File: src/rtl/cw305_usb_reg_responder.sv
// cw305_usb_reg_responder
//
// FPGA-side target of the CW305 USB host parallel register bus. The host
// performs byte-wide write_byte/read_byte transactions using active-low
// strobes (usb_cen, usb_wrn, usb_rdn). This block registers those strobes
// in the usb_clk domain, splits the host address into a register select and
// a byte index, issues single-cycle read/write requests to the register
// file, and drives read data back to the pads along with an output enable.
//
// Ports:
//   usb_clk        sole clock, rising edge
//   rst_n          asynchronous active-low reset
//   usb_addr       host address (register select + byte index)
//   usb_din        host write data from the pad input buffer
//   usb_rdn        host read strobe, active-low
//   usb_wrn        host write strobe, active-low
//   usb_cen        host chip enable, active-low
//   usb_dout       read data to the pad output buffer
//   usb_isout      pad output enable (1 = FPGA drives the data bus)
//   reg_address    register select (upper address bits)
//   reg_bytecnt    byte index within the register (lower address bits)
//   reg_datao      captured host write data
//   reg_datai      register file read data, combinational on the address
//   reg_addrvalid  high while a host cycle is in progress
//   reg_read       one-cycle read request
//   reg_write      one-cycle write commit
//   proto_err      sticky protocol-error flag, cleared only by reset

module cw305_usb_reg_responder #(
  parameter int pADDR_WIDTH   = 21,
  parameter int pBYTECNT_SIZE = 7
) (
  input  logic                                 usb_clk,
  input  logic                                 rst_n,
  input  logic [pADDR_WIDTH-1:0]               usb_addr,
  input  logic [7:0]                           usb_din,
  input  logic                                 usb_rdn,
  input  logic                                 usb_wrn,
  input  logic                                 usb_cen,
  output logic [7:0]                           usb_dout,
  output logic                                 usb_isout,
  output logic [pADDR_WIDTH-pBYTECNT_SIZE-1:0] reg_address,
  output logic [pBYTECNT_SIZE-1:0]             reg_bytecnt,
  output logic [7:0]                           reg_datao,
  input  logic [7:0]                           reg_datai,
  output logic                                 reg_addrvalid,
  output logic                                 reg_read,
  output logic                                 reg_write,
  output logic                                 proto_err
);

  localparam int RegW = pADDR_WIDTH - pBYTECNT_SIZE;

  typedef enum logic [1:0] {
    IDLE     = 2'd0,
    WR_HOLD  = 2'd1,
    RD_DRIVE = 2'd2,
    RELEASE  = 2'd3
  } state_e;

  // Input sample stage. The host bus is asynchronous to usb_clk in general,
  // so every decision below is taken on these registered copies only. The
  // strobes reset to their inactive (high) level so that a host holding cen
  // low across reset looks like a fresh assertion once reset is released.
  logic [pADDR_WIDTH-1:0] s_addr_q;
  logic [7:0]             s_din_q;
  logic                   s_rdn_q;
  logic                   s_wrn_q;
  logic                   s_cen_q;

  always_ff @(posedge usb_clk or negedge rst_n) begin
    if (!rst_n) begin
      s_addr_q <= '0;
      s_din_q  <= '0;
      s_rdn_q  <= 1'b1;
      s_wrn_q  <= 1'b1;
      s_cen_q  <= 1'b1;
    end else begin
      s_addr_q <= usb_addr;
      s_din_q  <= usb_din;
      s_rdn_q  <= usb_rdn;
      s_wrn_q  <= usb_wrn;
      s_cen_q  <= usb_cen;
    end
  end

  // Registered outputs of the transaction state machine.
  state_e                 state_q;
  logic [RegW-1:0]        reg_address_q;
  logic [pBYTECNT_SIZE-1:0] reg_bytecnt_q;
  logic [7:0]             reg_datao_q;
  logic [7:0]             usb_dout_q;
  logic                   usb_isout_q;
  logic                   reg_addrvalid_q;
  logic                   reg_read_q;
  logic                   reg_write_q;
  logic                   proto_err_q;

  // Transaction state machine.
  //
  // IDLE waits for a chip-enabled strobe. A write strobe always wins over a
  // read strobe; seeing both together is flagged as a protocol error.
  // WR_HOLD absorbs the rest of a write cycle so that a long cen/wrn low
  // period commits exactly once. RD_DRIVE first spends one cycle with
  // reg_read high (the register file answers combinationally), then captures
  // reg_datai into usb_dout on the following edge and holds it while the
  // host keeps rdn low. RELEASE waits for the bus to go fully idle before
  // another cycle can start.
  //
  // reg_read and reg_write default low every edge, which is what makes them
  // single-cycle pulses.
  always_ff @(posedge usb_clk or negedge rst_n) begin
    if (!rst_n) begin
      state_q         <= IDLE;
      reg_address_q   <= '0;
      reg_bytecnt_q   <= '0;
      reg_datao_q     <= '0;
      usb_dout_q      <= '0;
      usb_isout_q     <= 1'b0;
      reg_addrvalid_q <= 1'b0;
      reg_read_q      <= 1'b0;
      reg_write_q     <= 1'b0;
      proto_err_q     <= 1'b0;
    end else begin
      reg_read_q  <= 1'b0;
      reg_write_q <= 1'b0;

      case (state_q)
        IDLE: begin
          usb_isout_q <= 1'b0;
          if (!s_cen_q && !s_wrn_q) begin
            reg_address_q   <= s_addr_q[pADDR_WIDTH-1:pBYTECNT_SIZE];
            reg_bytecnt_q   <= s_addr_q[pBYTECNT_SIZE-1:0];
            reg_datao_q     <= s_din_q;
            reg_write_q     <= 1'b1;
            reg_addrvalid_q <= 1'b1;
            if (!s_rdn_q) begin
              proto_err_q <= 1'b1;
            end
            state_q <= WR_HOLD;
          end else if (!s_cen_q && !s_rdn_q) begin
            reg_address_q   <= s_addr_q[pADDR_WIDTH-1:pBYTECNT_SIZE];
            reg_bytecnt_q   <= s_addr_q[pBYTECNT_SIZE-1:0];
            reg_read_q      <= 1'b1;
            reg_addrvalid_q <= 1'b1;
            state_q         <= RD_DRIVE;
          end
        end

        WR_HOLD: begin
          if (s_cen_q && s_wrn_q) begin
            reg_addrvalid_q <= 1'b0;
            state_q         <= IDLE;
          end
        end

        RD_DRIVE: begin
          if (!s_wrn_q) begin
            // A write strobe during a read is illegal: stop driving the bus
            // immediately and never turn it into a register write.
            usb_isout_q     <= 1'b0;
            proto_err_q     <= 1'b1;
            reg_addrvalid_q <= 1'b0;
            state_q         <= RELEASE;
          end else if (s_rdn_q || s_cen_q) begin
            usb_isout_q     <= 1'b0;
            reg_addrvalid_q <= 1'b0;
            state_q         <= RELEASE;
          end else if (reg_read_q) begin
            // Only the first RD_DRIVE cycle captures, so the data presented
            // to the host stays constant for the rest of the strobe.
            usb_dout_q  <= reg_datai;
            usb_isout_q <= 1'b1;
          end
        end

        RELEASE: begin
          reg_addrvalid_q <= 1'b0;
          usb_isout_q     <= 1'b0;
          if (s_cen_q && s_rdn_q && s_wrn_q) begin
            state_q <= IDLE;
          end
        end

        default: begin
          state_q <= IDLE;
        end
      endcase
    end
  end

  assign usb_dout      = usb_dout_q;
  assign usb_isout     = usb_isout_q;
  assign reg_address   = reg_address_q;
  assign reg_bytecnt   = reg_bytecnt_q;
  assign reg_datao     = reg_datao_q;
  assign reg_addrvalid = reg_addrvalid_q;
  assign reg_read      = reg_read_q;
  assign reg_write     = reg_write_q;
  assign proto_err     = proto_err_q;

endmodule

File: config.mk
export PLATFORM = sky130hd
export DESIGN_NAME = cw305_usb_reg_responder
export DESIGN_NICKNAME = d
export VERILOG_FILES = /design/src/rtl/cw305_usb_reg_responder.sv
export SDC_FILE = /design/constraint.sdc
export NUM_CORES = 1
export LEC_CHECK = 0
export BUFFER_PORTS_ARGS = -buffer_cell sky130_fd_sc_hd__buf_2
export CORE_ASPECT_RATIO = 0.6
export CORE_UTILIZATION = 54
export DETAILED_ROUTE_END_ITERATION = 8
export GPL_TIMING_DRIVEN = 0
export PLACE_DENSITY = 0.84
export SYNTH_ARGS = -nofsm -noshare
export SYNTH_HDL_FRONTEND = slang
export SYNTH_SLANG_ARGS = --single-unit
File: constraint.sdc
create_clock -name usb_clk -period 3.6 [get_ports usb_clk]
set_clock_uncertainty 0.05 [all_clocks]
set_input_delay 0.18 -clock usb_clk [delete_from_list [all_inputs] [get_ports usb_clk]]
set_output_delay 0.18 -clock usb_clk [all_outputs]
set_load 0.01 [all_outputs]
; ---- Word level (Yosys, flattened, before mapping)
; Cells that the tools add are included.
[word_totals]
reg_bits = 76
[op_classes]
mux = 30
reduce_logical = 21
n_eq_ne = 11
bitwise_logic = 1
[ops]
columns = operator, n
row1 = two-way mux 14 bit, 2
row2 = two-way mux 1 bit, 16
row3 = two-way mux 7 bit, 2
row4 = two-way mux 2 bit, 6
row5 = AND reduction 4 bit, 3
row6 = "!= test 2 bit, second input constant", 5
row7 = one-hot mux 2 bit (4 select lines), 1
row8 = "!= test 3 bit, second input constant", 2
row9 = AND reduction 2 bit, 3
row10 = nonzero test 2 bit, 3
row11 = logical AND 1 bit, 5
row12 = "== test 2 bit, second input constant", 2
row13 = "!= test 4 bit, second input constant", 1
row14 = one-hot mux 1 bit (2 select lines), 2
row15 = one-hot mux 1 bit (4 select lines), 1
row16 = zero test 1 bit, 3
row17 = AND reduction 3 bit, 1
row18 = "== test 2 x 1 -> 1 bit, second input constant", 1
row19 = zero test 2 bit, 1
row20 = OR reduction 2 bit, 1
row21 = logical OR 1 bit, 1
row22 = inverter 1 bit, 1

; ---- Logic depth before layout (Yosys ltp)
[depth]
ltp_word = 5
depth_mapped = 6
ltp_nobuf = 6

; ---- Least setup slack after synthesis
; OpenSTA, ideal clock, no wires.
[synth_path]
path_kind = reg-to-reg
startpoint = register state_q[0]
endpoint = register reg_address_q[0] (netlist: reg_address[0])
path_slack_ps = 1927
arrival_ps = 1498
n_path_buf = 1
path_stages_with_launch = 6
setup_ps = 125
required_ps = 3425
period_less_slack_ps = 1673
cell_sequence = dfrtp_1 inv_1 ha_1 or3b_4 buf_6 mux2_4
[synth_via]
elab_chain_len = 2
[synth_lines]
columns = item, line_no
row1 = from (decl), 88  ; state_e state_q;
row2 = from (signal assigned), 114  ; state_q <= IDLE;
row3 = from (signal assigned), 140  ; state_q <= WR_HOLD;
row4 = from (signal assigned), 146  ; state_q <= RD_DRIVE;
row5 = zero test 2 bit, 128  ; case (state_q)
row6 = AND reduction 2 bit (no source line), n/a
row7 = to (signal assigned), 132  ; reg_address_q <= s_addr_q[pADDR_WIDTH-1:pBYTECNT_SIZE];
row8 = to (signal assigned), 142  ; reg_address_q <= s_addr_q[pADDR_WIDTH-1:pBYTECNT_SIZE];
row9 = to (decl), 89  ; logic [RegW-1:0] reg_address_q;
; No other way between the ends.
; A chain may end at the register's enable or synchronous reset.

; ---- Worst setup path in the final report
[layout_path]
startpoint = register s_wrn_q
endpoint = register usb_dout_q[0] (netlist: usb_dout[0])
[layout_via]
elab_chain_len = 1
[layout_lines]
columns = item, line_no
row1 = from (decl), 68  ; logic s_wrn_q;
row2 = from (signal assigned), 82  ; s_wrn_q <= usb_wrn;
row3 = AND reduction 4 bit (no source line), n/a
row4 = to (signal assigned), 172  ; usb_dout_q <= reg_datai;
row5 = to (decl), 92  ; logic [7:0] usb_dout_q;
; No other way between the ends.

==> metrics <==
status complete, no violations; later-pin clock latency in the skew report 0.33 ns; Avg WL per Cell approximately 15 um; Synth Area per Inst ~18 um2; via-per-instance ratio between 4 and 5; CP required 3.77 ns; Max Cap Violations 0; Post-synth EDFFs 0; CTS buffer count 9; GR Overflow Total 0; P&R area growth vs syn 38.2%; vias roughly 1,700; Tcrit/Tclk final 52.1%; IO buf count 83; CTS tree built; setup ws final roughly 1.7 ns; sequential-to-total area share from yosys stat 70.6%; layout cells sized above 1 51.2%; hold crit path type primary input to flop; synth top area cells dfrtp_1, mux2_4, mux2_2; # rows 19; initial DRC count 42; CTS clk-pin slew, worst paths around 0.07 ns; clock buffer depth 2; final wirelength 5.21 mm; GRT Total Usage between 20 and 25%; first-pass GRT wire length just under 9 mm; crit path DAT 2.04 ns; Post-route DRC 0; Synth cell types 25; Core Region approximately 4700 um2; Final Hold Fails 0; clk sinks 76; H-tree Lvls 3; DP Wirelength around 3.3 mm; area share of the largest cell type after synthesis approximately 68%; Fin Setup TNS 0 ns; number of antenna violations at the first check in global routing 0; Detail Route Antenna Nets 0; startpoint type of the worst setup path flop; maximum vdd drop between 0.5 and 0.6 mV; diode count 0; Crit. End Element flop; synthesized flop and latch total 76; Max-slew headroom ~40%; worst path cell trace nor3b_1 -> and3_1 -> buf_2 -> mux2_2; I/O pins 84; syn nets 200; RSZ-0062 raised after global routing false; GP Congestion a little over 0.7; Worst path slowest cell dfstp_2; Crit Path Class flop to flop; Tmin final between 1.5 and 2 ns; Die Y 56.8 um; fmax 534 MHz; Synth area leader dfrtp_1; Mapped Area roughly 2700 um2; Leak 1.91 nW; most frequent cells in the layout buf_2, dfrtp_1, dlygate4sd3_1; Initial Util between 50% and 60%; pwr/cell area between 700 and 800 nW/um2; vias in the first global route ~1,800; Post-synth top flop dfrtp_1; Clock Tree Root clkbuf_8; DIE WIDTH a little over 90 um; worst slew pin tran approximately 0.9 ns; commonest non-fill, non-tap cell in the layout buf_2; Async SR Flop Fraction 100%; non-filler cells, final between 300 and 400; DRT Pass-1 Iters 4; CP max FO 8; dpl cells between 200 and 300; Setup violations, final 0; die area roughly 5300 um2; Cells after Synth around 150; Syn. warnings 0; largest net degree at the start of global routing 77; final slew viol count 0; Post-Place Worst Slack 1.77 ns; slowest stage delay, CP a little under 0.6 ns; Nets between 300 and 400
logic make-up (layout without fill, tap and decap cells):
group / after synthesis / in the layout / synth area share, %
AO/OA/AOI/OAI: 10 / 10 / 2.46
adder cells (fa/ha/maj): 5 / 5 / 2.32
buffers and inverters: 8 / 140 / 1.81
flip-flops: 76 / 76 / 70.6
multiplexers: 41 / 41 / 19.8
AND/OR/NAND/NOR: 13 / 13 / 3.01
cells in the mapped netlist (all sizes together) (2+ instances only):
master / number
a21o: 2
a21oi: 3
inv: 3
mux2: 39
ha: 5
nor2: 2
and2: 2
mux2i: 2
dfrtp: 73
dfstp: 3
nor3b: 3
buf: 5
routing by layer:
| layer | GRT usage, % | routed length (um) | vias to the layer above | share of wire [%] |
|---|---|---|---|---|
| li1 | - | - | 780 | - |
| met1 | 28.7 | 2320 | 822 | 44 |
| met2 | 36.1 | 2410 | 72 | 46 |
| met3 | 9.35 | 393 | 9 | 7.5 |
| met4 | 8.35 | 90 | 0 | 1.7 |
| met5 | 0 | 0 | - | 0 |
critical path, delay by kind of cell (launching register included):
family	cells	cell delay [ns]
multiplexers	1	0.36
flip-flops	1	0.59
buffers and inverters	1	0.21
AND/OR/NAND/NOR	2	0.55
layout make-up:
class / count / area (um2)
well taps: 63 / 78.8
plain buffers: 5 / 37.5
clock buffers: 12 / 155
fillers: 282 / 955
multi-input cells: 69 / 744
clock inverters: 4 / 47.5
flip-flops and latches: 76 / 1910
inverters: 3 / 11.3
repair buffers: 116 / 748
what timing repair did:
item / in CTS / in global routing
setup buffers: 0 / 0
hold endpoints to repair: 105 / 0
resized for setup: 0 / 0
hold buffers: 33 / 0
report_power, final:
group	switching (mW)	total, mW	leakage (nW)	internal (mW)
Combinational	0.384	0.886	0.901	0.502
Sequential	0.126	1.20	0.911	1.08
Clock	0.287	0.643	0.102	0.356
Total	0.797	2.73	1.91	1.94
per-stage QoR:
| stage | hold slack (ns) | instance area [um2] | power (mW) | utilization (%) |
|---|---|---|---|---|
| after detailed placement | 0.236 | 3200 | 2.07 | 68.2 |
| final | 0.0296 | 3730 | 2.73 | 79.6 |
| after CTS | 0.0128 | 3730 | 2.75 | 79.6 |
| after floorplan | -0.166 | 2700 | 1.75 | - |
| after global placement | 0.235 | 3190 | 2.03 | 68.2 |
| after global routing | 0.0167 | 3730 | 2.89 | 79.6 |
final timing paths:
path                               from               to  slack, ns  depth (start not counted)
setup / recovery                s_wrn_q      usb_dout[0]       1.73                          4
hold / removal             reg_datai[1]      usb_dout[1]       0.03                          2
setup reg to reg                s_wrn_q      usb_dout[0]       1.73                          4
hold reg to reg            s_addr_q[18]  reg_address[11]       0.43                          1
max in group asynchronous         rst_n     reg_datao[1]       2.44                          2
min in group asynchronous         rst_n   reg_address[5]       0.45                          2
state kept, by name, summed over array words and instances, names as in the netlist, 2 cells and up:
register and cells:
s_din_q 8, reg_bytecnt 7, usb_dout 8, state_q 2
s_addr_q 21, reg_address 14, reg_datao 8
Note: power is estimated with default switching activity, not from simulation.
